--- config.mk ---
export PLATFORM = sky130hd
export DESIGN_NAME = div_sequencer
export DESIGN_NICKNAME = d
export VERILOG_FILES = /design/src/rtl/div_sequencer.sv
export SDC_FILE = /design/constraint.sdc
export NUM_CORES = 1
export LEC_CHECK = 0
export CORE_ASPECT_RATIO = 1.1
export CORE_MARGIN = 10
export CORE_UTILIZATION = 60
export DETAILED_ROUTE_END_ITERATION = 6
export PLACE_DENSITY = 0.86
export SLEW_MARGIN = 5
export SYNTH_ARGS = -nofsm -noshare
export SYNTH_HDL_FRONTEND = slang
export SYNTH_SLANG_ARGS = --single-unit
--- constraint.sdc ---
create_clock -name clk -period 13.2 [get_ports clk]
set_input_delay 1.98 -clock clk [delete_from_list [all_inputs] [get_ports clk]]
set_output_delay 1.98 -clock clk [all_outputs]
set_load 0.005 [all_outputs]
--- src/rtl/div_sequencer.sv ---
// Iterative unsigned restoring divider for the ALU's DIV/REM opcodes, one quotient bit per cycle.
// Accept to done takes WIDTH+1 cycles (1 cycle for a zero divisor); stall holds the pipeline until done.
module div_sequencer #(
  parameter int WIDTH = 32
) (
  input  logic             clk,
  input  logic             rst,
  input  logic             start,
  input  logic [3:0]       ALUControl,
  input  logic [WIDTH-1:0] A,
  input  logic [WIDTH-1:0] B,
  input  logic             flush,
  output logic             busy,
  output logic             stall,
  output logic             done,
  output logic [WIDTH-1:0] Result
);

  localparam int CW = (WIDTH > 1) ? $clog2(WIDTH) : 1;
  localparam logic [3:0] OP_DIV = 4'b0110;
  localparam logic [3:0] OP_REM = 4'b1010;

  typedef enum logic [1:0] {S_IDLE, S_RUN, S_DONE} state_t;

  state_t           state, state_nx;
  logic [CW-1:0]    cnt;
  logic [WIDTH-1:0] q, b_q, r;
  logic             is_rem;

  logic             op_ok, accept, last;
  logic [WIDTH:0]   r_sh;
  logic             ge;
  logic [WIDTH-1:0] r_sub, r_nx, q_nx;

  assign op_ok  = (ALUControl == OP_DIV) || (ALUControl == OP_REM);
  assign accept = (state == S_IDLE) && start && op_ok && !flush;
  assign last   = (cnt == CW'(WIDTH - 1));

  always_ff @(posedge clk or posedge rst) begin
    if (rst) state <= S_IDLE;
    else     state <= state_nx;
  end

  always_comb begin
    state_nx = state;
    case (state)
      S_IDLE: if (accept) state_nx = (B == '0) ? S_DONE : S_RUN;
      S_RUN: begin
        if (flush)     state_nx = S_IDLE;
        else if (last) state_nx = S_DONE;
      end
      S_DONE:  state_nx = S_IDLE;
      default: state_nx = S_IDLE;
    endcase
  end

  always_comb begin
    busy  = (state != S_IDLE);
    done  = (state == S_DONE);
    stall = accept || (state == S_RUN);
  end

  // The stored remainder is always below the divisor, so its extra top bit only
  // exists transiently in the shifted value used for the compare.
  assign r_sh  = {r, q[WIDTH-1]};
  assign ge    = (r_sh >= {1'b0, b_q});
  assign r_sub = r_sh[WIDTH-1:0] - b_q;
  assign r_nx  = ge ? r_sub : r_sh[WIDTH-1:0];
  assign q_nx  = {q[WIDTH-2:0], ge};

  always_ff @(posedge clk or posedge rst) begin
    if (rst) begin
      is_rem <= 1'b0;
      b_q    <= '0;
      q      <= '0;
      r      <= '0;
      cnt    <= '0;
      Result <= '0;
    end else if (accept) begin
      is_rem <= (ALUControl == OP_REM);
      b_q    <= B;
      q      <= A;
      r      <= '0;
      cnt    <= '0;
      if (B == '0) Result <= '0;
    end else if ((state == S_RUN) && !flush) begin
      q   <= q_nx;
      r   <= r_nx;
      cnt <= cnt + 1'b1;
      if (last) Result <= is_rem ? r_nx : q_nx;
    end
  end

endmodule
==> impl_metrics.env <==
export IMPL_run_status="finished, final reports clean"
export IMPL_stdcell_count=1143
export IMPL_antenna_found_initial=0
export IMPL_holdCritPathClass="reg2reg"
export IMPL_leakage_uw=0.00445
export IMPL_grt_pass1_vias=6880
export IMPL_finalPower_uw=2140
export IMPL_crit_fanout=65
export IMPL_grt_pass1_wl_mm=35.5
export IMPL_final_nets=1080
export IMPL_syn2layout_area_growth_pct=21.8
export IMPL_critPathKind="in2out"
export IMPL_tns_ns=0
export IMPL_path_clk_slew_ns=0.07
export IMPL_cts_sinks=136
export IMPL_synth_area_leaders="dfrtp_1 (44%), nand2_1 (6.7%), o21ai_0 (5.8%), ha_1 (5.4%), a21oi_1 (3.7%)"
export IMPL_peakVddDrop_mv=0.117
export IMPL_yosysTopAreaCellShare_pct=43.5
export IMPL_syn_nets=1001
export IMPL_rrSetupSlack_ns=9.32
export IMPL_synth_ff_type="dfrtp_1"
export IMPL_hpwlAfterDp_mm=15.1
export IMPL_required_ns=11.22
export IMPL_p_per_area_nw_per_um2=224
export IMPL_start_kind="primary input"
export IMPL_cts_setup_buffers=0
export IMPL_rsz0062_at_grt="false"
export IMPL_drv_cap=0
export IMPL_fp_dieH_um=140
export IMPL_clock_skew_ns=0.00971
export IMPL_max_slew_margin_rel_pct=21.6
export IMPL_dp_cells=1111
export IMPL_num_io_pins=107
export IMPL_drtPass1Iterations=5
export IMPL_hold_viol_final=0
export IMPL_initial_core_util_pct=61.6
export IMPL_numCtsBuffers=17
export IMPL_netlist_area_um2=7820
export IMPL_gp_congestion=0.928
export IMPL_overflow=0
export IMPL_die_area_um2=18000
export IMPL_finalCritPeriodShare_pct=46.6
export IMPL_synth_cell_types=61
export IMPL_numPortBuffers=106
export IMPL_worst_pin_slew_ns=1.18
export IMPL_drive_gt1_share_pct=5.78
export IMPL_rows=43
export IMPL_cp_data_arrival_time_ns=4.18
export IMPL_postCtsHoldBufs=0
export IMPL_drt_wl_total_mm=22.0
export IMPL_yosys_register_bits=136
export IMPL_worst_skew_pair_late_latency_ns=0.43
export IMPL_h_tree_depth=4
export IMPL_yosys_area_top_type="dfrtp_1"
export IMPL_setup_violations=0
export IMPL_tritoncts="built"
export IMPL_synthCells=894
export IMPL_antenna_left=0
export IMPL_crit_path_end_kind="primary output"
export IMPL_min_period_ns=6.16
export IMPL_cts_resized=0
export IMPL_cts_root_buf="clkbuf_16"
export IMPL_async_flop_share_pct=100
export IMPL_die_width_um=129
export IMPL_final_cell_mix="nand2_1 (137), dfrtp_1 (136), clkdlybuf4s50_1 (106), o21ai_0 (91), a21oi_1 (57)"
export IMPL_ys_warnings_count=0
export IMPL_diodes=0
export IMPL_drc_errors=0
export IMPL_fmax_mhz=162
export IMPL_wire_per_inst_um=19.3
export IMPL_syn_avg_cell_area_um2=8.75
export IMPL_final_common_cell="nand2_1"
export IMPL_synth_edf_count=0
export IMPL_cts_buffer_depth=2
export IMPL_vias=7120
export IMPL_avgViaCountPerCell=6.23
export IMPL_yosysSeqAreaShare_pct=43.5
export IMPL_grt_use_total_pct=24.6
export IMPL_drtIter0Drc=702
export IMPL_grt_max_degree=80
export IMPL_drv_slew=0
export IMPL_core_area_um2=12700
[synthesized netlist by cell type (3+ instances only)]
master	n
a22o_1	15
mux2i_1	21
a32oi_1	8
dfrtp_1	136
a22oi_1	17
a211oi_1	4
nor3_1	5
a31oi_1	24
clkbuf_1	41
a41oi_1	3
nand3_1	40
nor4_1	9
buf_2	8
nand4_1	12
nor2b_1	3
and2_1	13
and3_1	8
inv_1	46
or2_2	4
a21oi_1	58
o21ai_1	7
o21ai_0	91
ha_1	34
xnor2_1	17
or3_1	5
nand2_1	139
a21o_1	18
xor2_1	12
and4_1	3
nor2_1	48
o21bai_1	3
[power breakdown]
part / internal [uW] / switching (uW)
logic: 406 / 625
clock network: 288 / 201
registers: 529 / 88.9
total: 1220 / 916
[registers in the layout, summed over array words and instances (netlist names)]
register,flops
r,32
state,2
is_rem,1
q,32
b_q,32
cnt,5
Result,32
[worst max-delay path: stages]
cell and delay (ns):
clkdlybuf4s50_1 0.49, nor2_1 0.09, and4_1 0.28, nand2_2 0.07, buf_4 0.53, o21ai_0 0.19
clkdlybuf4s50_1 0.50
[final cells by class]
class                   count  area, um^2
clock buffers              18         439
well taps                 157         196
clock inverters            14         164
repair buffers            115        1130
flip-flops and latches    136        3400
multi-input cells         657        4020
inverters                  46         175
fillers                   930        3170
[cell families (layout without fill, tap and decap cells)]
group	count (synthesis)	after routing	share of synthesized area, %
simple gates	297	297	17.5
compound gates	273	273	21.9
flops	136	136	43.5
buf+inv	101	193	5.26
fa+ha+maj	35	35	5.70
xor+xnor	29	29	3.25
mux	23	23	2.98
[metal layers]
| layer | share of wire, % | global-route usage [%] | up-vias |
|---|---|---|---|
| li1 | - | - | 3358 |
| met2 | 45 | 36.6 | 341 |
| met4 | 2.8 | 9.89 | 0 |
| met3 | 9.0 | 6.88 | 50 |
| met5 | 0 | 0 | - |
| met1 | 43 | 32.9 | 3371 |
[stage by stage]
stage                     util (%)  hold slack [ns]  setup WS, ns  area, um^2
after detailed placement      70.3            0.465          7.08        8920
after global routing          75.0            0.493          6.90        9530
after floorplan                  -            0.450          7.58        7820
final                         75.0            0.479          7.04        9530
after global placement        70.3            0.462          7.10        8920
after CTS                     75.0            0.481          7.06        9530
[path summary, 6_finish.rpt]
check | startpoint | to | cells past startpoint
min in group asynchronous | rst | q[5] | 2
max reg2reg | r[20] | Result[21] | 11
max | flush | stall | 7
max in group asynchronous | rst | b_q[31] | 3
min | Result[24] | Result[24] | 1
min reg2reg | Result[24] | Result[24] | 1
(Power assumes the default switching activity.)
